==> config.mk <==
export PLATFORM = sky130hd
export DESIGN_NAME = uart_txd_fifo
export DESIGN_NICKNAME = d
export VERILOG_FILES = /design/src/rtl/uart_txd_fifo.sv
export SDC_FILE = /design/constraint.sdc
export NUM_CORES = 1
export LEC_CHECK = 0
export ABC_AREA = 1
export CAP_MARGIN = 20
export CORE_ASPECT_RATIO = 1.75
export CORE_MARGIN = 5
export CORE_UTILIZATION = 56
export CTS_BUF_LIST = sky130_fd_sc_hd__clkbuf_4
export CTS_CLUSTER_DIAMETER = 80
export CTS_CLUSTER_SIZE = 16
export DETAILED_ROUTE_END_ITERATION = 16
export PLACE_DENSITY = 0.83
export SYNTH_ARGS = -nofsm -noshare
export SYNTH_HDL_FRONTEND = slang
export SYNTH_SLANG_ARGS = --single-unit
==> constraint.sdc <==
create_clock -name clk -period 2 [get_ports clk]
set_input_delay 0.4 -clock clk [delete_from_list [all_inputs] [get_ports clk]]
set_output_delay 0.4 -clock clk [all_outputs]
set_load 0.02 [all_outputs]
==> src/rtl/uart_txd_fifo.sv <==
// UART transmitter with a small TX FIFO, internal baud divider and
// configurable frame format. Frames leave back-to-back while words remain queued.
module uart_txd_fifo #(
    parameter int unsigned CLKS_PER_BIT = 434,
    parameter int unsigned DATA_BITS    = 8,
    parameter int unsigned PARITY       = 0,
    parameter int unsigned STOP_BITS    = 1,
    parameter int unsigned LSB_FIRST    = 1,
    parameter int unsigned FIFO_DEPTH   = 4
) (
    input  logic                               clk,
    input  logic                               rst,
    input  logic                               i_valid,
    input  logic [DATA_BITS-1:0]               i_data,
    output logic                               o_ready,
    output logic                               o_rs232_txd,
    output logic                               o_busy,
    output logic                               o_tx_done,
    output logic [$clog2(FIFO_DEPTH+1)-1:0]    o_fifo_count
);

    localparam int unsigned CNT_W  = $clog2(FIFO_DEPTH + 1);
    localparam int unsigned PTR_W  = $clog2(FIFO_DEPTH);
    localparam int unsigned BAUD_W = $clog2(CLKS_PER_BIT);
    localparam int unsigned BIT_W  = $clog2(DATA_BITS);

    // Reject parameter sets the datapath cannot represent
    generate
        if (CLKS_PER_BIT < 2 || DATA_BITS < 5 || DATA_BITS > 9 || PARITY > 2 ||
            STOP_BITS < 1 || STOP_BITS > 2 || LSB_FIRST > 1 || FIFO_DEPTH < 2 ||
            (FIFO_DEPTH & (FIFO_DEPTH - 1)) != 0) begin : g_bad_params
            $error("uart_txd_fifo: illegal parameter value");
        end
    endgenerate

    typedef enum logic [2:0] {
        S_IDLE,
        S_START,
        S_DATA,
        S_PARITY,
        S_STOP
    } state_t;

    state_t               state;
    logic [DATA_BITS-1:0] mem [FIFO_DEPTH];
    logic [PTR_W-1:0]     wr_ptr;
    logic [PTR_W-1:0]     rd_ptr;
    logic [CNT_W-1:0]     count;
    logic [BAUD_W-1:0]    baud_cnt;
    logic [BIT_W-1:0]     bit_idx;
    logic                 stop_idx;
    logic [DATA_BITS-1:0] shreg;
    logic                 par_bit;

    logic                 full;
    logic                 push;
    logic                 pop;
    logic                 bit_end;
    logic                 frame_end;
    logic [DATA_BITS-1:0] head;
    logic                 head_par;
    logic                 next_bit;
    logic [DATA_BITS-1:0] shifted;

    assign full         = (count == CNT_W'(FIFO_DEPTH));
    assign o_ready      = !full;
    assign o_fifo_count = count;
    assign head         = mem[rd_ptr];
    // Even parity bit is the XOR of the data; odd parity is its complement
    assign head_par     = (PARITY == 2) ? ^head : ~^head;
    assign bit_end      = (baud_cnt == BAUD_W'(CLKS_PER_BIT - 1));
    assign frame_end    = (state == S_STOP) && bit_end && (stop_idx == 1'(STOP_BITS - 1));
    assign push         = i_valid && !full;
    assign pop          = (count != '0) && ((state == S_IDLE) || frame_end);
    assign next_bit     = (LSB_FIRST != 0) ? shreg[0] : shreg[DATA_BITS-1];
    assign shifted      = (LSB_FIRST != 0) ? (shreg >> 1) : (shreg << 1);

    // FIFO storage; contents are don't-care until written
    always_ff @(posedge clk) begin
        if (push) begin
            mem[wr_ptr] <= i_data;
        end
    end

    // FIFO pointers and occupancy; push and pop on the same edge cancel
    always_ff @(posedge clk) begin
        if (rst) begin
            wr_ptr <= '0;
            rd_ptr <= '0;
            count  <= '0;
        end else begin
            if (push) begin
                wr_ptr <= wr_ptr + PTR_W'(1);
            end
            if (pop) begin
                rd_ptr <= rd_ptr + PTR_W'(1);
            end
            case ({push, pop})
                2'b10:   count <= count + CNT_W'(1);
                2'b01:   count <= count - CNT_W'(1);
                default: count <= count;
            endcase
        end
    end

    // Frame FSM: baud timing, bit sequencing and registered line outputs
    always_ff @(posedge clk) begin
        if (rst) begin
            state       <= S_IDLE;
            o_rs232_txd <= 1'b1;
            o_busy      <= 1'b0;
            o_tx_done   <= 1'b0;
            baud_cnt    <= '0;
            bit_idx     <= '0;
            stop_idx    <= 1'b0;
            shreg       <= '0;
            par_bit     <= 1'b0;
        end else begin
            o_tx_done <= 1'b0;
            if (state != S_IDLE) begin
                baud_cnt <= bit_end ? '0 : baud_cnt + BAUD_W'(1);
            end
            case (state)
                S_IDLE: begin
                    if (pop) begin
                        state       <= S_START;
                        o_rs232_txd <= 1'b0;
                        o_busy      <= 1'b1;
                        shreg       <= head;
                        par_bit     <= head_par;
                        baud_cnt    <= '0;
                    end
                end
                S_START: begin
                    if (bit_end) begin
                        state       <= S_DATA;
                        o_rs232_txd <= next_bit;
                        shreg       <= shifted;
                        bit_idx     <= '0;
                    end
                end
                S_DATA: begin
                    if (bit_end) begin
                        if (bit_idx == BIT_W'(DATA_BITS - 1)) begin
                            if (PARITY != 0) begin
                                state       <= S_PARITY;
                                o_rs232_txd <= par_bit;
                            end else begin
                                state       <= S_STOP;
                                o_rs232_txd <= 1'b1;
                                stop_idx    <= 1'b0;
                            end
                        end else begin
                            o_rs232_txd <= next_bit;
                            shreg       <= shifted;
                            bit_idx     <= bit_idx + BIT_W'(1);
                        end
                    end
                end
                S_PARITY: begin
                    if (bit_end) begin
                        state       <= S_STOP;
                        o_rs232_txd <= 1'b1;
                        stop_idx    <= 1'b0;
                    end
                end
                S_STOP: begin
                    if (frame_end) begin
                        o_tx_done <= 1'b1;
                        if (pop) begin
                            // Next word starts immediately, no idle gap
                            state       <= S_START;
                            o_rs232_txd <= 1'b0;
                            shreg       <= head;
                            par_bit     <= head_par;
                        end else begin
                            state       <= S_IDLE;
                            o_rs232_txd <= 1'b1;
                            o_busy      <= 1'b0;
                        end
                    end else if (bit_end) begin
                        stop_idx <= 1'b1;
                    end
                end
                default: begin
                    state       <= S_IDLE;
                    o_rs232_txd <= 1'b1;
                    o_busy      <= 1'b0;
                end
            endcase
        end
    end

endmodule

==> impl_metrics.prom, run 1 <==
# TYPE chip_impl_metric gauge
chip_impl_metric{name="grt_antenna_before_repair",unit=""} 0
chip_impl_metric{name="placement_rows",unit=""} 36
chip_impl_metric{name="maxCapViolations",unit=""} 0
chip_impl_metric{name="cts_num_sinks",unit=""} 68
chip_impl_metric{name="drc",unit=""} 0
chip_impl_info{name="synthMostInstantiatedCell",value="sky130_fd_sc_hd__nand2_1"} 1
chip_impl_metric{name="worst_ir_drop_vdd",unit="V"} 0.00100
chip_impl_metric{name="i_o_pin_total",unit=""} 18
chip_impl_metric{name="fin_crit",unit="ps"} 2040
chip_impl_info{name="violations",value="setup timing"} 1
chip_impl_metric{name="ys_ff_latch",unit=""} 68
chip_impl_metric{name="die-width",unit="µm"} 67.6
chip_impl_metric{name="power_per_standard_cell_area",unit="nW/µm²"} 1410
chip_impl_metric{name="cp_data_arrival_time",unit="ps"} 2340
chip_impl_info{name="grt_setup_unrepaired",value="yes"} 1
chip_impl_info{name="synth_top_area_cells",value="sky130_fd_sc_hd__edfxtp_1 30%, sky130_fd_sc_hd__dfxtp_1 22%, sky130_fd_sc_hd__nand2_1 10%"} 1
chip_impl_metric{name="detail_route.iter0.violations",unit=""} 190
chip_impl_metric{name="fmaxAchievable",unit="MHz"} 491
chip_impl_metric{name="fin_setup_tns",unit="ps"} -35.0
chip_impl_metric{name="fraction_of_layout_instances_using_a_drive_strength_above_1",unit=""} 0.180
chip_impl_metric{name="asr_flop_ratio_synth",unit=""} 0
chip_impl_metric{name="final_wtd_congestion",unit=""} 0.882
chip_impl_metric{name="clock_tree.htree_level_count",unit=""} 3
chip_impl_metric{name="detailroute.via_count",unit=""} 2651
chip_impl_metric{name="timing.clock.skew",unit="ps"} 8.57
chip_impl_info{name="ys_top_cells_by_count",value="88 x sky130_fd_sc_hd__nand2_1, 44 x sky130_fd_sc_hd__inv_1, 39 x sky130_fd_sc_hd__nand3_1, 39 x sky130_fd_sc_hd__nor2_1, 36 x sky130_fd_sc_hd__dfxtp_1"} 1
chip_impl_metric{name="ctsHoldBuffers",unit=""} 0
chip_impl_metric{name="power_leakage",unit="µW"} 0.00166
chip_impl_metric{name="die_height",unit="µm"} 111
chip_impl_metric{name="first_global_vias",unit=""} 2593
chip_impl_metric{name="synth-edff-count",unit=""} 32
chip_impl_metric{name="drt-vias-per-instance",unit=""} 5.21
chip_impl_metric{name="coreArea",unit="µm²"} 5630
chip_impl_info{name="dominantRegCellSynth",value="sky130_fd_sc_hd__dfxtp_1"} 1
chip_impl_metric{name="io_buffers",unit=""} 17
chip_impl_metric{name="synth_warnings",unit=""} 0
chip_impl_metric{name="crit_fanout",unit=""} 2
chip_impl_metric{name="total_routing_usage_gr",unit=""} 0.200
chip_impl_metric{name="report.final.slew_viol_count",unit=""} 0
chip_impl_metric{name="layout.filler_cells",unit=""} 421
chip_impl_metric{name="final_antenna_net_count",unit=""} 0
chip_impl_metric{name="hpwl",unit="µm"} 5050
chip_impl_metric{name="grt_max_degree",unit=""} 22
chip_impl_metric{name="cp_data_required_time",unit="ps"} 2310
chip_impl_metric{name="mappedNetlistNets",unit=""} 402
chip_impl_info{name="worst_setup_path_end_kind",value="flop"} 1
chip_impl_metric{name="worst_setup_hold_path_clk_slew",unit="ps"} 110
chip_impl_metric{name="setup-violations-final",unit=""} 1
chip_impl_metric{name="placement.setup.worst_slack",unit="ps"} -109
chip_impl_metric{name="area_delta_synth_final",unit="%"} 18.7
chip_impl_metric{name="timing_worst_slew_pin_value",unit="ps"} 494
chip_impl_metric{name="clk_path_buf_depth",unit=""} 2
chip_impl_metric{name="synth.top_cell.area_share",unit=""} 0.296
chip_impl_info{name="root_buffer_cell",value="sky130_fd_sc_hd__clkbuf_4"} 1
chip_impl_metric{name="postSynthAreaPerCell",unit="µm²"} 8.53
chip_impl_metric{name="worst_r2r_path_depth",unit=""} 15
chip_impl_info{name="synth_top_cell_by_area",value="sky130_fd_sc_hd__edfxtp_1"} 1
chip_impl_metric{name="clock_insertion_delay_worst_skew",unit="ps"} 410
chip_impl_info{name="cts_tree",value="built"} 1
chip_impl_metric{name="tritoncts.num_buffers",unit=""} 9
chip_impl_metric{name="floorplan.initialDensity",unit=""} 0.577
chip_impl_metric{name="yosysUniqueCellTypes",unit=""} 33
chip_impl_metric{name="die_area",unit="µm²"} 7490
chip_impl_metric{name="fin_nets",unit=""} 449
chip_impl_metric{name="total_power",unit="µW"} 5440
chip_impl_metric{name="postLayoutSetupSlackWorst",unit="ps"} -35.0
chip_impl_metric{name="synth_area",unit="µm²"} 3250
chip_impl_metric{name="drt_pre_antenna_iters",unit=""} 6
chip_impl_metric{name="synth_sequential_area_ratio",unit=""} 0.517
chip_impl_metric{name="hold_path_depth",unit=""} 2
chip_impl_info{name="worst_hold_path_type",value="flop to flop"} 1
chip_impl_metric{name="hold_viol_final",unit=""} 0
chip_impl_metric{name="fin_crit_share",unit=""} 1.02
chip_impl_metric{name="grt_pass1_wl",unit="µm"} 11200
chip_impl_metric{name="synthCells",unit=""} 381
chip_impl_metric{name="timing.max_slew.rel_slack",unit=""} 0.670
chip_impl_info{name="criticalPathCategory",value="flop to flop"} 1
chip_impl_metric{name="grt_overflow",unit=""} 0
chip_impl_metric{name="antenna_cells_inserted",unit=""} 0
chip_impl_metric{name="postRouteWirelength",unit="µm"} 6720
chip_impl_metric{name="worst_hold_slack",unit="ps"} 466
chip_impl_info{name="critical_path.startpoint_type",value="flop"} 1
chip_impl_info{name="run_status",value="finished with violations"} 1
chip_impl_metric{name="wl_per_cell",unit="µm"} 13.2
[per-layer routing]
| layer | track usage | vias to the layer above | share of wire |
|---|---|---|---|
| met3 | 0.0487 | 20 | 0.042 |
| met2 | 0.353 | 61 | 0.56 |
| met1 | 0.201 | 1231 | 0.37 |
| met4 | 0.117 | 0 | 0.035 |
| li1 | - | 1339 | - |
| met5 | 0 | - | 0 |
[per-stage QoR]
step           utilization  instance area [µm²]  cells
5_1_grt              0.686                 3860    509
3_5_place_dp         0.655                 3690    491
4_1_cts              0.686                 3860    509
3_3_place_gp         0.655                 3690    491
2_1_floorplan            -                 3280    381
6_report             0.686                 3860    509
[cell usage in the layout (no fill, tap or decap), types with 2 or more instances in the layout]
| master | instances |
|---|---|
| sky130_fd_sc_hd__a211oi_1 | 5 |
| sky130_fd_sc_hd__a21oi_1 | 24 |
| sky130_fd_sc_hd__buf_4 | 29 |
| sky130_fd_sc_hd__bufinv_16 | 2 |
| sky130_fd_sc_hd__clkbuf_4 | 9 |
| sky130_fd_sc_hd__clkdlybuf4s50_1 | 16 |
| sky130_fd_sc_hd__clkinv_1 | 2 |
| sky130_fd_sc_hd__clkinvlp_4 | 2 |
| sky130_fd_sc_hd__dfxtp_1 | 34 |
| sky130_fd_sc_hd__edfxtp_1 | 32 |
| sky130_fd_sc_hd__ha_1 | 7 |
| sky130_fd_sc_hd__inv_1 | 41 |
| sky130_fd_sc_hd__inv_2 | 9 |
| sky130_fd_sc_hd__nand2_1 | 86 |
| sky130_fd_sc_hd__nand2_2 | 5 |
| sky130_fd_sc_hd__nand2_4 | 5 |
| sky130_fd_sc_hd__nand3_1 | 39 |
| sky130_fd_sc_hd__nand3_2 | 2 |
| sky130_fd_sc_hd__nand3b_1 | 4 |
| sky130_fd_sc_hd__nor2_1 | 39 |
| sky130_fd_sc_hd__nor2_2 | 5 |
| sky130_fd_sc_hd__nor2_4 | 2 |
| sky130_fd_sc_hd__o211ai_1 | 2 |
| sky130_fd_sc_hd__o21ai_0 | 11 |
| sky130_fd_sc_hd__o21ai_1 | 5 |
| sky130_fd_sc_hd__o21bai_1 | 3 |
[timing repair]
| item | in CTS | in global routing |
|---|---|---|
| resized for setup | 1 | 0 |
| setup endpoints to repair | 2 | 1 |
| pin swaps | 6 | 0 |
| buffers inserted | 2 | 0 |
[logic make-up after synthesis]
family | share of synthesized area
buffers and inverters | 0.0774
DFF | 0.517
AOI/OAI and AO/OA | 0.0947
adders and majority gates | 0.0408
and+or+nand+nor | 0.270
[layout make-up]
type                    instances  area, µm²  area share
well taps                      76       95.1      0.0246
flip-flops and latches         68       1690       0.437
inverters                      50        188      0.0486
clock inverters                 7       91.3      0.0237
repair buffers                 46        387       0.100
clock buffers                   9       67.6      0.0175
multi-input cells             253       1350       0.348
[sequential cells by signal, summed over array words and instances, names as in the netlist, named ones only]
| signal | count |
|---|---|
| baud_cnt | 9 |
| bit_idx | 3 |
| mem | 32 |
| o_busy | 1 |
| o_fifo_count | 3 |
| o_rs232_txd | 1 |
| o_tx_done | 1 |
| rd_ptr | 2 |
| shreg | 8 |
| state | 3 |
| stop_idx | 1 |
| wr_ptr | 2 |
[worst max-delay path: stages, from the launching register on]
cell                      delay [ps]
sky130_fd_sc_hd__dfxtp_2         340
sky130_fd_sc_hd__inv_2            70
sky130_fd_sc_hd__ha_4            120
sky130_fd_sc_hd__nand2_2          50
sky130_fd_sc_hd__inv_2            60
sky130_fd_sc_hd__nand2_4          60
sky130_fd_sc_hd__nor2_8          100
sky130_fd_sc_hd__nand2_4          60
sky130_fd_sc_hd__a21oi_4         120
sky130_fd_sc_hd__ha_2            190
sky130_fd_sc_hd__inv_2            40
sky130_fd_sc_hd__fa_2            330
sky130_fd_sc_hd__a21oi_1         140
sky130_fd_sc_hd__o21ai_1          90
sky130_fd_sc_hd__o21ai_1         120
sky130_fd_sc_hd__a21oi_1          50
[final timing paths]
kind                                                endpoint  slack, ps               startpoint
worst max-delay path            o_fifo_count[2]$_SDFFE_PP0P_        -40   baud_cnt[1]$_SDFF_PP0_
worst min-delay path                 bit_idx[1]$_SDFFE_PP0P_        470  bit_idx[1]$_SDFFE_PP0P_
worst max register to register  o_fifo_count[2]$_SDFFE_PP0P_        -40   baud_cnt[1]$_SDFF_PP0_
worst min register to register       bit_idx[1]$_SDFFE_PP0P_        470  bit_idx[1]$_SDFFE_PP0P_
[power breakdown]
part	internal (µW)	switching, µW
combinational	992	1640
sequential	1710	122
clock	500	482
Power figures use the tool's default switching activity.
==> run 2: changes to the inputs <==
--- a/config.mk
+++ b/config.mk
@@ -9,12 +9,12 @@
 export CAP_MARGIN = 20
 export CORE_ASPECT_RATIO = 1.75
 export CORE_MARGIN = 5
-export CORE_UTILIZATION = 56
+export CORE_UTILIZATION = 33
 export CTS_BUF_LIST = sky130_fd_sc_hd__clkbuf_4
 export CTS_CLUSTER_DIAMETER = 80
 export CTS_CLUSTER_SIZE = 16
 export DETAILED_ROUTE_END_ITERATION = 16
-export PLACE_DENSITY = 0.83
+export PLACE_DENSITY = 0.56
 export SYNTH_ARGS = -nofsm -noshare
 export SYNTH_HDL_FRONTEND = slang
 export SYNTH_SLANG_ARGS = --single-unit
==> run 2 against run 1 <==
Compared with the run above:
- the run still ends with setup timing left
- critical path type unchanged
- routed wire length grew 5.4%
- via count fell by 2.2%
- sequential share of layout area fell by 0.55 points
- register-to-register slack got worse by 20 ps
- core utilization is 28 points lower
- hold slack better by 3.5 ps
- non-clock buffer count grew 2
- clock skew grew 5.7 ps
- setup slack lost 23 ps
- first-iteration DRC count decreased by 31%
- power decreased by 3.5%
- die area rose by 60%
==> impl_metrics.prom, run 2 (synthesized netlist as in run 1, its figures left out) <==
# TYPE chip_impl_metric gauge
chip_impl_info{name="run_status",value="finished with violations"} 1
chip_impl_info{name="violations",value="setup timing"} 1
chip_impl_info{name="root_buffer_cell",value="sky130_fd_sc_hd__clkbuf_4"} 1
chip_impl_metric{name="die-width",unit="µm"} 85.0
chip_impl_info{name="worst_setup_path_end_kind",value="flop"} 1
chip_impl_metric{name="floorplan.initialDensity",unit=""} 0.334
chip_impl_info{name="reg_top3",value="mem x32, baud_cnt x9, shreg x8"} 1
chip_impl_metric{name="fin_crit",unit="ps"} 2060
chip_impl_metric{name="grt_antenna_before_repair",unit=""} 1
chip_impl_metric{name="post_detailed_placement_cell_area",unit="µm²"} 3760
chip_impl_metric{name="i_o_pin_total",unit=""} 18
chip_impl_metric{name="maxCapViolations",unit=""} 0
chip_impl_metric{name="area_delta_synth_final",unit="%"} 20.2
chip_impl_metric{name="grt_pass1_wl",unit="µm"} 12200
chip_impl_metric{name="die_height",unit="µm"} 141
chip_impl_metric{name="fmaxAchievable",unit="MHz"} 486
chip_impl_metric{name="worst_setup_hold_path_clk_slew",unit="ps"} 110
chip_impl_metric{name="fin_cells",unit=""} 561
chip_impl_metric{name="power_leakage",unit="µW"} 0.00166
chip_impl_metric{name="power.share.switching",unit=""} 0.430
chip_impl_metric{name="clk_path_buf_depth",unit=""} 2
chip_impl_metric{name="placement_rows",unit=""} 48
chip_impl_metric{name="clock_power_share",unit=""} 0.147
chip_impl_metric{name="tritoncts.num_buffers",unit=""} 9
chip_impl_metric{name="wl_per_cell",unit="µm"} 12.6
chip_impl_metric{name="timing_worst_slew_pin_value",unit="ps"} 519
chip_impl_info{name="layout_commonest_cell",value="sky130_fd_sc_hd__nand2_1"} 1
chip_impl_info{name="layout.cells.most_common_list",value="86 x sky130_fd_sc_hd__nand2_1, 41 x sky130_fd_sc_hd__inv_1, 39 x sky130_fd_sc_hd__nor2_1, 39 x sky130_fd_sc_hd__nand3_1, 34 x sky130_fd_sc_hd__dfxtp_1"} 1
chip_impl_metric{name="drt_pre_antenna_iters",unit=""} 4
chip_impl_info{name="cts_tree",value="built"} 1
chip_impl_metric{name="setup-violations-final",unit=""} 1
chip_impl_metric{name="cts_num_sinks",unit=""} 68
chip_impl_metric{name="share_seq_of_total_power",unit=""} 0.349
chip_impl_metric{name="combinationalPowerShare",unit=""} 0.504
chip_impl_metric{name="fin_crit_share",unit=""} 1.03
chip_impl_metric{name="hpwl",unit="µm"} 5160
chip_impl_metric{name="first_global_vias",unit=""} 2642
chip_impl_metric{name="detail_route.iter0.violations",unit=""} 132
chip_impl_metric{name="total_switching_power",unit="µW"} 2260
chip_impl_metric{name="drt-vias-per-instance",unit=""} 4.62
chip_impl_metric{name="die_area",unit="µm²"} 12000
chip_impl_metric{name="worst_ir_drop_vdd",unit="V"} 0.00101
chip_impl_metric{name="grt_overflow",unit=""} 0
chip_impl_info{name="grt_setup_unrepaired",value="yes"} 1
chip_impl_metric{name="clock_insertion_delay_worst_skew",unit="ps"} 420
chip_impl_metric{name="hold_viol_final",unit=""} 0
chip_impl_metric{name="final_cell_area",unit="µm²"} 3910
chip_impl_metric{name="io_buffers",unit=""} 17
chip_impl_metric{name="coreArea",unit="µm²"} 9730
chip_impl_metric{name="fin_nets",unit=""} 451
chip_impl_info{name="worst_hold_path_type",value="flop to flop"} 1
chip_impl_metric{name="timing.clock.skew",unit="ps"} 14.3
chip_impl_info{name="max_flop_register",value="mem"} 1
chip_impl_metric{name="final_wtd_congestion",unit=""} 0.814
chip_impl_metric{name="largest_register_ffs",unit=""} 32
chip_impl_metric{name="total_power",unit="µW"} 5250
chip_impl_metric{name="total_routing_usage_gr",unit=""} 0.128
chip_impl_metric{name="report.final.slew_viol_count",unit=""} 0
chip_impl_metric{name="layout.core_utilization",unit=""} 0.402
chip_impl_metric{name="fraction_of_layout_instances_using_a_drive_strength_above_1",unit=""} 0.186
chip_impl_metric{name="p_int",unit="µW"} 2990
chip_impl_metric{name="cp_data_required_time",unit="ps"} 2310
chip_impl_metric{name="power_per_standard_cell_area",unit="nW/µm²"} 1340
chip_impl_info{name="criticalPathCategory",value="flop to flop"} 1
chip_impl_metric{name="numPlacedInstances",unit=""} 541
chip_impl_metric{name="final_antenna_net_count",unit=""} 0
chip_impl_metric{name="grt_max_degree",unit=""} 22
chip_impl_metric{name="placement.setup.worst_slack",unit="ps"} -128
chip_impl_metric{name="clock_tree.htree_level_count",unit=""} 3
chip_impl_info{name="critical_path.startpoint_type",value="flop"} 1
chip_impl_metric{name="postRouteWirelength",unit="µm"} 7080
chip_impl_metric{name="timing.max_slew.rel_slack",unit=""} 0.654
chip_impl_metric{name="detailroute.via_count",unit=""} 2593
chip_impl_metric{name="drc",unit=""} 0
chip_impl_metric{name="ctsHoldBuffers",unit=""} 0
chip_impl_metric{name="cp_data_arrival_time",unit="ps"} 2370
chip_impl_metric{name="crit_fanout",unit=""} 2
chip_impl_metric{name="postLayoutSetupSlackWorst",unit="ps"} -57.6
-- run 2: cell types whose count changed in the layout (fill, tap and decap cells not counted), moves of 2 or more --
| cell | change |
|---|---|
| sky130_fd_sc_hd__nand2_4 | +2 |
| sky130_fd_sc_hd__buf_4 | +2 |
| sky130_fd_sc_hd__nand2_2 | -2 |
| sky130_fd_sc_hd__bufinv_16 | -2 |
-- run 2: final cells by class --
type | instances | area, µm²
fill | 1035 | 5820
sequential | 68 | 1690
multi-input combinational | 253 | 1360
timing repair buffer | 48 | 402
inverter | 50 | 190
tap | 125 | 156
clock buffer | 10 | 75.1
clock inverter | 6 | 41.3
antenna | 1 | 2.50
-- run 2: final timing paths --
| path | from | endpoint | slack [ps] | cells past startpoint |
|---|---|---|---|---|
| max reg2reg | baud_cnt[1]$_SDFF_PP0_ | o_fifo_count[2]$_SDFFE_PP0P_ | -60 | 15 |
| max | baud_cnt[1]$_SDFF_PP0_ | o_fifo_count[2]$_SDFFE_PP0P_ | -60 | 15 |
| min reg2reg | bit_idx[2]$_SDFFE_PP0P_ | bit_idx[2]$_SDFFE_PP0P_ | 470 | 2 |
| min | bit_idx[2]$_SDFFE_PP0P_ | bit_idx[2]$_SDFFE_PP0P_ | 470 | 2 |
-- run 2: worst max-delay path: stages (launching register included) --
cell and delay (ps):
sky130_fd_sc_hd__dfxtp_2 340, sky130_fd_sc_hd__inv_2 70, sky130_fd_sc_hd__ha_4 130, sky130_fd_sc_hd__nand2_4 60, sky130_fd_sc_hd__inv_4 60, sky130_fd_sc_hd__nand2_4 60, sky130_fd_sc_hd__nor2_8 100, sky130_fd_sc_hd__nand2_4 60
sky130_fd_sc_hd__a21oi_4 120, sky130_fd_sc_hd__ha_2 190, sky130_fd_sc_hd__inv_2 40, sky130_fd_sc_hd__fa_2 330, sky130_fd_sc_hd__a21oi_1 140, sky130_fd_sc_hd__o21ai_1 90, sky130_fd_sc_hd__o21ai_1 120, sky130_fd_sc_hd__a21oi_1 50
-- run 2: power by group through the flow --
stage | Combinational (µW) | Clock (µW) | Sequential, µW
finish | 2650 | 771 | 1830
global route | 3000 | 869 | 1870
CTS | 2660 | 803 | 1840
detailed placement | 2620 | 0 | 1870
global placement | 2570 | 0 | 1860
floorplan | 1850 | 0 | 1910
-- run 2: metal layers --
metal	part of all wire	track usage	wire (µm)
met1	0.41	0.143	2910
met4	0.023	0.0601	165
met5	0	0	0
met3	0.035	0.0302	250
met2	0.53	0.227	3750
-- run 2: repair_timing --
item / in CTS / in global routing
buffers inserted: 2 / 1
endpoints found under the setup margin: 2 / 2
gates resized for setup: 1 / 3
pin swaps: 7 / 1
-- run 2: per-stage QoR --
stage	hold WS, ps	TNS, ps
2_1_floorplan	431	-100
3_3_place_gp	444	-51.3
3_5_place_dp	455	-128
4_1_cts	471	-79.3
5_1_grt	518	-197
6_report	469	-57.6
